===== src/rtl/regfile_wb_if.sv =====
// Bundle between the write-back requesters / decode stage and the
// register-file write-back controller.
//
// Handshake: a requester raises req[i] with req_addr/req_data for slot i and
// holds all three stable until it observes gnt[i] high; gnt[i] high in a cycle
// means the write is taken at that cycle's rising edge, and in the following
// cycle the requester may drop req[i] or present its next write.
interface regfile_wb_if #(
  parameter int NREQ = 3
);
  logic [NREQ-1:0]      req;
  logic [5*NREQ-1:0]    req_addr;
  logic [32*NREQ-1:0]   req_data;
  logic [NREQ-1:0]      gnt;
  logic                 we3;
  logic [4:0]           a3;
  logic [31:0]          wd3;
  logic                 issue_valid;
  logic [4:0]           issue_rd;
  logic [4:0]           rs1;
  logic [4:0]           rs2;
  logic                 hazard;
  logic [31:0]          pending;

  // Requesters and decode side
  modport master (
    output req, req_addr, req_data, issue_valid, issue_rd, rs1, rs2,
    input  gnt, we3, a3, wd3, hazard, pending
  );

  // Controller side
  modport slave (
    input  req, req_addr, req_data, issue_valid, issue_rd, rs1, rs2,
    output gnt, we3, a3, wd3, hazard, pending
  );
endinterface


===== src/rtl/regfile_wb_controller.sv =====
// Write-back controller for the 32x32 register file: round-robin sharing of
// the single write port among NREQ requesters, a registered write port
// (we3/a3/wd3) and a per-register pending scoreboard for RAW hazard detection.
module regfile_wb_controller #(
  parameter int NREQ = 3
) (
  input logic          clk,
  input logic          reset,
  regfile_wb_if.slave  bus
);

  localparam int IW = (NREQ > 1) ? $clog2(NREQ) : 1;

  logic [IW-1:0]   last;
  logic [IW-1:0]   gnt_idx;
  logic [NREQ-1:0] gnt_c;
  logic            gnt_any;
  logic [4:0]      sel_addr;
  logic [31:0]     sel_data;
  logic            we3_q;
  logic [4:0]      a3_q;
  logic [31:0]     wd3_q;
  logic [31:0]     pending_q;
  logic [31:0]     pending_nxt;

  // Round-robin search starting one past the last granted requester, wrapping.
  always_comb begin
    gnt_c   = '0;
    gnt_idx = '0;
    gnt_any = 1'b0;
    for (int k = 1; k <= NREQ; k++) begin
      for (int i = 0; i < NREQ; i++) begin
        if (!gnt_any && bus.req[i] && (i == (int'(last) + k) % NREQ)) begin
          gnt_c[i] = 1'b1;
          gnt_idx  = IW'(i);
          gnt_any  = 1'b1;
        end
      end
    end
  end

  // Mux the granted requester's address and data onto the write-port inputs.
  always_comb begin
    sel_addr = '0;
    sel_data = '0;
    for (int i = 0; i < NREQ; i++) begin
      if (gnt_c[i]) begin
        sel_addr = bus.req_addr[5*i +: 5];
        sel_data = bus.req_data[32*i +: 32];
      end
    end
  end

  // Priority pointer: follows every grant, parks at NREQ-1 on reset so that
  // requester 0 is searched first.
  always_ff @(posedge clk) begin
    if (reset) begin
      last <= IW'(NREQ - 1);
    end else if (gnt_any) begin
      last <= gnt_idx;
    end
  end

  // Write-port register. A grant to r0 frees the requester but never writes.
  always_ff @(posedge clk) begin
    if (reset) begin
      we3_q <= 1'b0;
      a3_q  <= '0;
      wd3_q <= '0;
    end else if (gnt_any) begin
      we3_q <= (sel_addr != 5'd0);
      a3_q  <= sel_addr;
      wd3_q <= sel_data;
    end else begin
      we3_q <= 1'b0;
    end
  end

  // Scoreboard next state: clear on the register-file write, then a new issue
  // to the same register overrides the clear since it is still outstanding.
  always_comb begin
    pending_nxt = pending_q;
    if (we3_q) begin
      pending_nxt[a3_q] = 1'b0;
    end
    if (bus.issue_valid && (bus.issue_rd != 5'd0)) begin
      pending_nxt[bus.issue_rd] = 1'b1;
    end
    pending_nxt[0] = 1'b0;
  end

  // Scoreboard state register.
  always_ff @(posedge clk) begin
    if (reset) begin
      pending_q <= '0;
    end else begin
      pending_q <= pending_nxt;
    end
  end

  // Hazard: any nonzero source register with an unfinished write.
  always_comb begin
    bus.hazard = ((bus.rs1 != 5'd0) && pending_q[bus.rs1]) ||
                 ((bus.rs2 != 5'd0) && pending_q[bus.rs2]);
  end

  assign bus.gnt     = gnt_c;
  assign bus.we3     = we3_q;
  assign bus.a3      = a3_q;
  assign bus.wd3     = wd3_q;
  assign bus.pending = pending_q;

endmodule


===== src/flat_wrapper.sv =====
// flat-port wrapper written by rule: the top's interface ports become plain ports
module regfile_wb_controller_flat 
#(
  parameter int NREQ = 3
)
  (clk, reset, bus_req, bus_req_addr, bus_req_data, bus_issue_valid, bus_issue_rd, bus_rs1, bus_rs2, bus_gnt, bus_we3, bus_a3, bus_wd3, bus_hazard, bus_pending);
  regfile_wb_if #(.NREQ(NREQ)) bus_i ();
  input logic clk;
  input logic reset;
  input wire logic [$bits(bus_i.req)-1:0] bus_req;
  input wire logic [$bits(bus_i.req_addr)-1:0] bus_req_addr;
  input wire logic [$bits(bus_i.req_data)-1:0] bus_req_data;
  input wire logic [$bits(bus_i.issue_valid)-1:0] bus_issue_valid;
  input wire logic [$bits(bus_i.issue_rd)-1:0] bus_issue_rd;
  input wire logic [$bits(bus_i.rs1)-1:0] bus_rs1;
  input wire logic [$bits(bus_i.rs2)-1:0] bus_rs2;
  output wire logic [$bits(bus_i.gnt)-1:0] bus_gnt;
  output wire logic [$bits(bus_i.we3)-1:0] bus_we3;
  output wire logic [$bits(bus_i.a3)-1:0] bus_a3;
  output wire logic [$bits(bus_i.wd3)-1:0] bus_wd3;
  output wire logic [$bits(bus_i.hazard)-1:0] bus_hazard;
  output wire logic [$bits(bus_i.pending)-1:0] bus_pending;
  assign bus_i.req = bus_req;
  assign bus_i.req_addr = bus_req_addr;
  assign bus_i.req_data = bus_req_data;
  assign bus_i.issue_valid = bus_issue_valid;
  assign bus_i.issue_rd = bus_issue_rd;
  assign bus_i.rs1 = bus_rs1;
  assign bus_i.rs2 = bus_rs2;
  assign bus_gnt = bus_i.gnt;
  assign bus_we3 = bus_i.we3;
  assign bus_a3 = bus_i.a3;
  assign bus_wd3 = bus_i.wd3;
  assign bus_hazard = bus_i.hazard;
  assign bus_pending = bus_i.pending;
  regfile_wb_controller #(.NREQ(NREQ)) u_core (.clk(clk), .reset(reset), .bus(bus_i));
endmodule

===== config.mk =====
export PLATFORM = sky130hd
export DESIGN_NAME = regfile_wb_controller_flat
export DESIGN_NICKNAME = d
export VERILOG_FILES = /design/src/rtl/regfile_wb_if.sv /design/src/rtl/regfile_wb_controller.sv /design/src/flat_wrapper.sv
export SDC_FILE = /design/constraint.sdc
export NUM_CORES = 1
export LEC_CHECK = 0
export CORE_ASPECT_RATIO = 0.8
export CORE_MARGIN = 2
export CORE_UTILIZATION = 35
export DETAILED_ROUTE_END_ITERATION = 12
export PLACE_DENSITY_LB_ADDON = 0.12
export SLEW_MARGIN = 20
export SYNTH_ARGS = -nofsm -noshare
export SYNTH_HDL_FRONTEND = slang
export SYNTH_SLANG_ARGS = --single-unit

===== constraint.sdc =====
create_clock -name clk -period 1.9 [get_ports clk]
set_input_delay 0.38 -clock clk [delete_from_list [all_inputs] [get_ports clk]]
set_output_delay 0.38 -clock clk [all_outputs]
set_load 0.03 [all_outputs]

# Word level (Yosys, flattened, before mapping)
# Cells that the tools add are included.
# word_totals
register_bits	72
input_bits	132
elab_cells	108
# classes
add_sub_neg	3
n_div	3
n_lt_le_gt_ge	6
n_eq_ne	6
n_mux	41
n_bitwise	4
reduce_logical	39
# ops
operator	count
$mux W32	5
$eq A2 B32 Y1 const A	3
$eq A3 B32 Y1 const A	3
$logic_not A32 Y1	3
$mod A32 B3 Y32 const B	3
$and A32 B32 Y32	1
$not A32 Y32	1
$or A32 B32 Y32	1
$lt A5 B6 Y1 const B	4
$logic_and A1 B1 Y1	22
$mux W1	22
$reduce_bool A5 Y1	4
$mux W5	3
$mux W2	7
$bmux W1 S5	2
$demux W1 S5	2
$ge A5 B1 Y1 const B	2
$logic_not A1 Y1	8
$add A2 B2 Y3 const B	2
$add A2 B1 Y3 const B	1
$reduce_or A2 Y1	1
$logic_or A1 B1 Y1	1
$not A1 Y1	1

# Longest topological paths before layout
# Gate-level depths: netlist of the first run.
# depth
depth_word	39
depth_mapped	10

# Worst setup path after synthesis of the first run
# OpenSTA, ideal clock, no wires.
# synth_timing
kind	input port to output port
startpoint	input bus_rs2[0]
endpoint	output bus_hazard
t_arrival_ns	1.833
required_time_ns	1.520
setup_slack_ns	-0.313
path_stages	5
cell_sequence	buf_4 -> mux4_2 -> mux4_2 -> mux2i_1 -> nand2_1
# synth_between
elab_chain_len	4
# synth_lines
item	line_no	source
start, declared	flat_wrapper.sv:16	input wire logic [$bits(bus_i.rs2)-1:0] bus_rs2;
$bmux W1 S5	regfile_wb_controller.sv:104	((bus.rs2 != 5'd0) && pending_q[bus.rs2]);
$mux W1 (implied by the code)	regfile_wb_controller.sv:104	
$logic_and A1 B1 Y1 (*)	regfile_wb_controller.sv:104	
$logic_or A1 B1 Y1 (*)	regfile_wb_controller.sv:103	bus.hazard = ((bus.rs1 != 5'd0) && pending_q[bus.rs1]) ||
end, declared	flat_wrapper.sv:21	output wire logic [$bits(bus_i.hazard)-1:0] bus_hazard;
# Mark *: on every way between the ends. The rest lies on a longest branch, timed or not. The select of a mux whose other input is x is not followed.

# Worst setup path after layout of the first run
# layout_timing
startpoint	register u_core.pending_q[4], in the netlist u_core.bus.pending[4]
endpoint	output bus_hazard
# layout_between
elab_chain_len	4
# layout_lines
item	line_no	source
start, declared	regfile_wb_controller.sv:23	logic [31:0] pending_q;
start signal, assigned	regfile_wb_controller.sv:97	pending_q <= pending_nxt;
$bmux W1 S5, on equally long branches	regfile_wb_controller.sv:103, regfile_wb_controller.sv:104	
$mux W1, on equally long branches	regfile_wb_controller.sv:103, regfile_wb_controller.sv:104	
$logic_and A1 B1 Y1, on equally long branches	regfile_wb_controller.sv:103, regfile_wb_controller.sv:104	
$logic_or A1 B1 Y1 (*)	regfile_wb_controller.sv:103	
# Marks and branches as above.

==> results of run 1 <==
## per-stage QoR
step	power (W)	util, %	cell area (µm²)
2_1_floorplan	0.00371	-	3620
3_3_place_gp	0.00512	61.9	6260
3_5_place_dp	0.00516	61.9	6260
4_1_cts	0.00804	71.9	7270
5_1_grt	0.00862	73.3	7410
6_report	0.00830	73.3	7410
## synthesized netlist by cell type (all sizes together)
master  number
nor3b        4
nand2       82
o311ai       1
a21boi       1
buf         16
a211o        1
a41o         1
nand3b       6
mux2         2
inv          3
nor2b        1
ha           2
a222oi      35
clkbuf      18
nand3        3
a21oi       73
o32ai        1
o21a         1
mux2i        6
a311oi       1
or3b         2
o21ai       33
conb         1
a22o         3
nor3         1
dfxtp       71
and3b        2
nor2         7
mux4        17
or3          1
o32a         1
and3         4
nand2b       1
## area by class of cell
| class | count | area share, % |
|---|---|---|
| repair buffers | 313 | 42.9 |
| multi-input cells | 294 | 31.2 |
| flip-flops and latches | 71 | 19.4 |
| clock buffers | 12 | 3.59 |
| well taps | 140 | 2.36 |
| clock inverters | 4 | 0.388 |
| inverters | 3 | 0.186 |
## registers in the layout, indices dropped and copies added, names as in the netlist
name,flops
u_core.bus.wd3,32
u_core.last,2
u_core.bus.a3,5
u_core.bus.we3,1
u_core.bus.pending,31
## tightest hold or removal path: stages (launching register included)
cell,delay (ps)
dfxtp_1,300
nand2_1,50
a21oi_1,50
## power groups by stage
stage,clock (W),combinational (W),sequential (W)
CTS,0.00164,0.00443,0.00197
finish,0.00166,0.00465,0.00199
global placement,0,0.00318,0.00193
floorplan,0,0.00130,0.00241
global route,0.00174,0.00487,0.00202
detailed placement,0,0.00321,0.00194
## kinds of logic (layout without fill, tap and decap cells)
| kind of cell | Yosys count | count (layout) | synth area share (%) |
|---|---|---|---|
| fa+ha+maj | 2 | 2 | 0.697 |
| buf+inv | 37 | 332 | 4.92 |
| other cells | 1 | 1 | 0.105 |
| simple gates | 114 | 114 | 14.2 |
| flops | 71 | 71 | 39.6 |
| compound gates | 152 | 152 | 27.5 |
| mux | 25 | 25 | 13.0 |
## worst min path at each step
| stage | startpoint | endpoint | slack, ps | cells after the start |
|---|---|---|---|---|
| after floorplan | u_core.last[0] | u_core.last[0] | 490 | 2 |
| after detailed placement | u_core.bus.wd3[0] | u_core.bus.wd3[0] | 450 | 2 |
| final | u_core.bus.wd3[21] | u_core.bus.wd3[21] | 460 | 2 |
| after CTS | u_core.bus.wd3[25] | u_core.bus.wd3[25] | 460 | 2 |
| after global placement | u_core.bus.wd3[3] | u_core.bus.wd3[3] | 440 | 2 |
| after global routing | u_core.bus.wd3[15] | u_core.bus.wd3[15] | 470 | 2 |
## per-layer routing
metal,track usage (%),wire length (µm)
met5,0,0
met2,49.9,8250
met1,38.6,6830
met4,8.73,314
met3,10.1,1620
## what timing repair did
item / in CTS / in global routing
hold buffers: 0 / 0
pin swaps: 65 / 25
endpoints found under the setup margin: 46 / 63
cloned: 8 / 2
setup buffers: 20 / 9
resized for setup: 132 / 48
==> results.toml, run 1 <==
[pwr]
p_sw_w = 0.00320
p_leak_nw = 3.18
seqPwrFrac_pct = 24.0
peakVddDrop_v = 0.000652
intPower_w = 0.00510
power_density_mw_per_mm2 = 1120
clkPwrFrac_pct = 20.0
comb_power_share_pct = 56.0
power_switching_share_pct = 38.5

[outcome]
status = "finished with violations"
violations = "setup timing"

[finish]
fin_cells = 837
multi_input_area_mm2 = 0.00231
drive_above_1_share_pct = 32.0
area_growth_syn_to_layout_pct = 107
diodes = 0
seqCellArea_mm2 = 0.00144
layout_commonest_cell = "clkdlybuf4s50_1"
n_fill_cell = 739
layout_common_cells = "clkdlybuf4s50_1 (172), buf_4 (69), dfxtp_1 (62), nand2_1 (53), a21oi_1 (53)"
nets = 826

[timing]
fin_crit_sh_pct = 126
tns_ps = -7190
max_freq_ghz = 0.419
timing.final.ws_setup_ps = -488
rsz0062_at_grt = "true"
finalSetupViolCount = 43
period_needed_ps = 2390
worst_pin_slew_ps = 823
hold_slack_ps = 458
slew_headroom_pct = 45.1
maxSlewViolCount = 0
finalHoldViolations = 0
skew_ps = 9.10

[critical_path]
max_stage_delay_ps = 490
cp-end-kind = "primary output"
cp-start-kind = "flip-flop"
r2r_start = "u_core.last[0]"
cp_num_buf_inv = 1
crit_start = "u_core.bus.pending[4]"
r2r_end = "u_core.bus.we3"
cp_cell_sequence = "mux4_2 > mux4_2 > mux2i_2 > nand2_2 > buf_6"
crit_family = "multiplexers"
worstSetupPathType = "flip-flop to primary output"
crit_end = "bus_hazard"
cp_num_cells = 5
worstPathMaxFanout = 2
crit_path_frequent_cell = "mux4_2"
cp.arrival_ps = 2010
slowest_stage = "mux4_2"
rrSetupSlack_ps = -300
r2r_cells = 10
worstPathRequired_ps = 1520

[clocking]
insertion_delay_ps = 340
cts-root-buf = "clkbuf_16"
cts_buffer_depth = 2
htreeDepth = 3
cts_tree = "yes"
cts.sinks = 71
clk_pin_slew_ps = 60
cts_inserted_buffers = 9

[yosys]
ys_seq_elements = 71
syn-num-nets = 536
synth_top_area_cell = "dfxtp_1"
synth_top_area_share_pct = 39.6
syn_area_mm2 = 0.00359
yosysWarnings = 0
ys_top_cells_by_area = "dfxtp_1 (40%), mux4_2 (11%), a21oi_1 (10%)"
syn_inst = 402
seq_area_frac_synth_pct = 39.6
avgSynthCellArea_um2 = 8.93
yosysUniqueCellTypes = 38

[placement]
io_buffers = 204
post-place-cells = 790
dpl.hpwl_um = 11400
dpl_worst_slack_ps = -1350
gp_congestion = 0.975

[hold_path]
hp-class = "flip-flop to flip-flop"

[global_route]
overflow = 0
grt_usage_pct = 30.6
grt_pass1_wl_um = 25400
grt_pass1_vias = 4664
grt_max_degree = 40
antenna_found_initial = 0

[drt]
drt-total-wl_um = 17000
wl_per_cell_um = 20.3
ant_nets = 0
drt-pass1-iter-count = 8
initialDrtViolationCount = 503
viasPerCell = 5.55
vias = 4648
drc = 0

[floorplanning]
io_pins = 206
num_rows = 33
core-area_mm2 = 0.0101
die-area_mm2 = 0.0111
die_y_um = 94.6
fp.dieW_um = 117
start_util_pct = 35.5

[job]
drv_cap = 0
(Power assumes the default switching activity.)
==> inputs of run 2 (changes only) <==
--- a/config.mk
+++ b/config.mk
@@ -6,7 +6,7 @@
 export NUM_CORES = 1
 export LEC_CHECK = 0
 export CORE_ASPECT_RATIO = 0.8
-export CORE_MARGIN = 2
+export CORE_MARGIN = 10
 export CORE_UTILIZATION = 35
 export DETAILED_ROUTE_END_ITERATION = 12
 export PLACE_DENSITY_LB_ADDON = 0.12
==> run 2 against run 1 <==
Effect of this change:
- the flow still finishes with violations (setup timing)
- design area shrank 3.6%
- utilization shrank 0.45 points
- sequential power shrank 3%
- highest routed layer unchanged
==> results.toml, run 2 (synthesis results as in run 1) <==
[critical_path]
r2r_start = "u_core.last[1]"
worstPathMaxFanout = 5
cp.arrival_ps = 2010
r2r_cells = 11
r2r_end = "u_core.bus.we3"
worstPathRequired_ps = 1520
cp-start-kind = "input pin"
worstSetupPathType = "input pin to primary output"
rrSetupSlack_ps = -360
cp-end-kind = "primary output"

[drt]
drc = 0
wl_met2_um = 8890
ant_nets = 0
wl_per_cell_um = 21.6
met1Wirelength_um = 6720
drt-total-wl_um = 17800
highest_layer = "met4"
viasPerCell = 5.63
dr_wl_met3_um = 1770
drt-pass1-iter-count = 9
initialDrtViolationCount = 543
vias = 4643

[global_route]
grt_pass1_wl_um = 27200
antenna_found_initial = 0
grt_usage_pct = 22.9
grt_pass1_vias = 4909
overflow = 0
grt_max_degree = 30

[placement]
post-place-cells = 783
dpl.hpwl_um = 12900
gp_congestion = 0.988
io_buffers = 204

[floorplanning]
fp.dieW_um = 133
io_pins = 206
start_util_pct = 36.6
core-area_mm2 = 0.00981
num_rows = 32
die_y_um = 111
die-area_mm2 = 0.0147

[pwr]
p_leak_nw = 2.83
peakVddDrop_v = 0.000594
power_density_mw_per_mm2 = 1110

[outcome]
violations = "setup timing"
status = "finished with violations"

[timing]
timing.final.ws_setup_ps = -490
fin_crit_sh_pct = 126
slew_headroom_pct = 63.6
finalSetupViolCount = 42
rsz0062_at_grt = "true"
finalHoldViolations = 0
max_freq_ghz = 0.418
maxSlewViolCount = 0
hold_slack_ps = 452
period_needed_ps = 2390
skew_ps = 5.66
worst_pin_slew_ps = 546

[finish]
area_growth_syn_to_layout_pct = 99.1
largest_reg_flops = 32
nets = 818
n_fill_cell = 719
layout_common_cells = "clkdlybuf4s50_1 (183), nand2_1 (79), a21oi_1 (67), dfxtp_1 (67), buf_4 (66)"
diodes = 0
drive_above_1_share_pct = 24.2
layout_commonest_cell = "clkdlybuf4s50_1"
seqCellArea_mm2 = 0.00143
fin_cells = 825
multi_input_area_mm2 = 0.00212

[clocking]
clk_pin_slew_ps = 60
insertion_delay_ps = 330
cts_inserted_buffers = 9
htreeDepth = 3
cts_tree = "yes"
cts_buffer_depth = 2
cts-hold-fix-buffers = 0
cts.sinks = 71
cts-root-buf = "clkbuf_16"

[job]
drv_cap = 0

[hold_path]
hold_end = "u_core.bus.wd3[12]"
hp-class = "flip-flop to flip-flop"
whs_path_depth = 2
hold_start = "u_core.bus.wd3[12]"
## run 2: cell types whose count changed in the layout (fill, tap and decap cells not counted), moves of 5 or more
| cell | change |
|---|---|
| nand2_1 | +26 |
| nand2_2 | -16 |
| a21oi_2 | -15 |
| a21oi_1 | +14 |
| clkdlybuf4s50_1 | +11 |
| dlymetal6s2s_1 | -11 |
| nand2_4 | -10 |
| buf_6 | -7 |
| dfxtp_1 | +5 |
## run 2: worst max-delay path by stage
stage | start | cells after the start | endpoint
floorplan | bus_rs2[0] | 5 | bus_hazard
global placement | bus_rs2[0] | 7 | bus_hazard
detailed placement | bus_rs2[0] | 7 | bus_hazard
CTS | u_core.bus.pending[28] | 5 | bus_hazard
global route | u_core.bus.pending[28] | 5 | bus_hazard
finish | bus_rs2[1] | 7 | bus_hazard
## run 2: final cells by class
type                            instances  area share, %
Timing Repair Buffer                  305           43.6
Multi-Input combinational cell        294           29.7
Sequential cell                        71           20.0
Clock buffer                           10           3.35
Tap cell                              136           2.38
Clock inverter                          6          0.841
Inverter                                3          0.158
## run 2: per-layer routing
layer	global-route usage [%]	vias up
met1	25.6	2211
li1	-	2105
met3	8.18	38
met5	0	-
met2	39.8	289
met4	6.62	0
## run 2: timing repair
item | CTS | global route
gates resized for setup | 71 | 22
pin swaps | 19 | 19
gates cloned | 6 | 2
buffers inserted | 18 | 5
hold endpoints to repair | 0 | 0
setup endpoints to repair | 45 | 48
## run 2: through the flow
stage | setup WS (ps) | area, µm² | TNS, ps | util (%) | total power, W
CTS | -490 | 7020 | -6760 | 71.5 | 0.00759
global route | -585 | 7140 | -10760 | 72.8 | 0.00826
floorplan | -217 | 3620 | -217 | - | 0.00371
global placement | -1340 | 6280 | -16720 | 64.0 | 0.00520
finish | -490 | 7140 | -7830 | 72.8 | 0.00793
detailed placement | -1360 | 6280 | -17700 | 64.0 | 0.00525
## run 2: where the power goes
part | total (W) | internal [W] | switching (W) | leakage, nW
clock | 0.00168 | 0.00104 | 0.000636 | 0.144
sequential | 0.00193 | 0.00176 | 0.000170 | 0.583
combinational | 0.00432 | 0.00219 | 0.00213 | 2.10
total | 0.00793 | 0.00500 | 0.00293 | 2.83
## run 2: critical path, cell delays in order
cell and delay (ps):
dlygate4sd2_1 270, buf_6 160, mux4_2 300, mux4_2 500, mux2i_1 190, nand2_2 70, buf_6 140
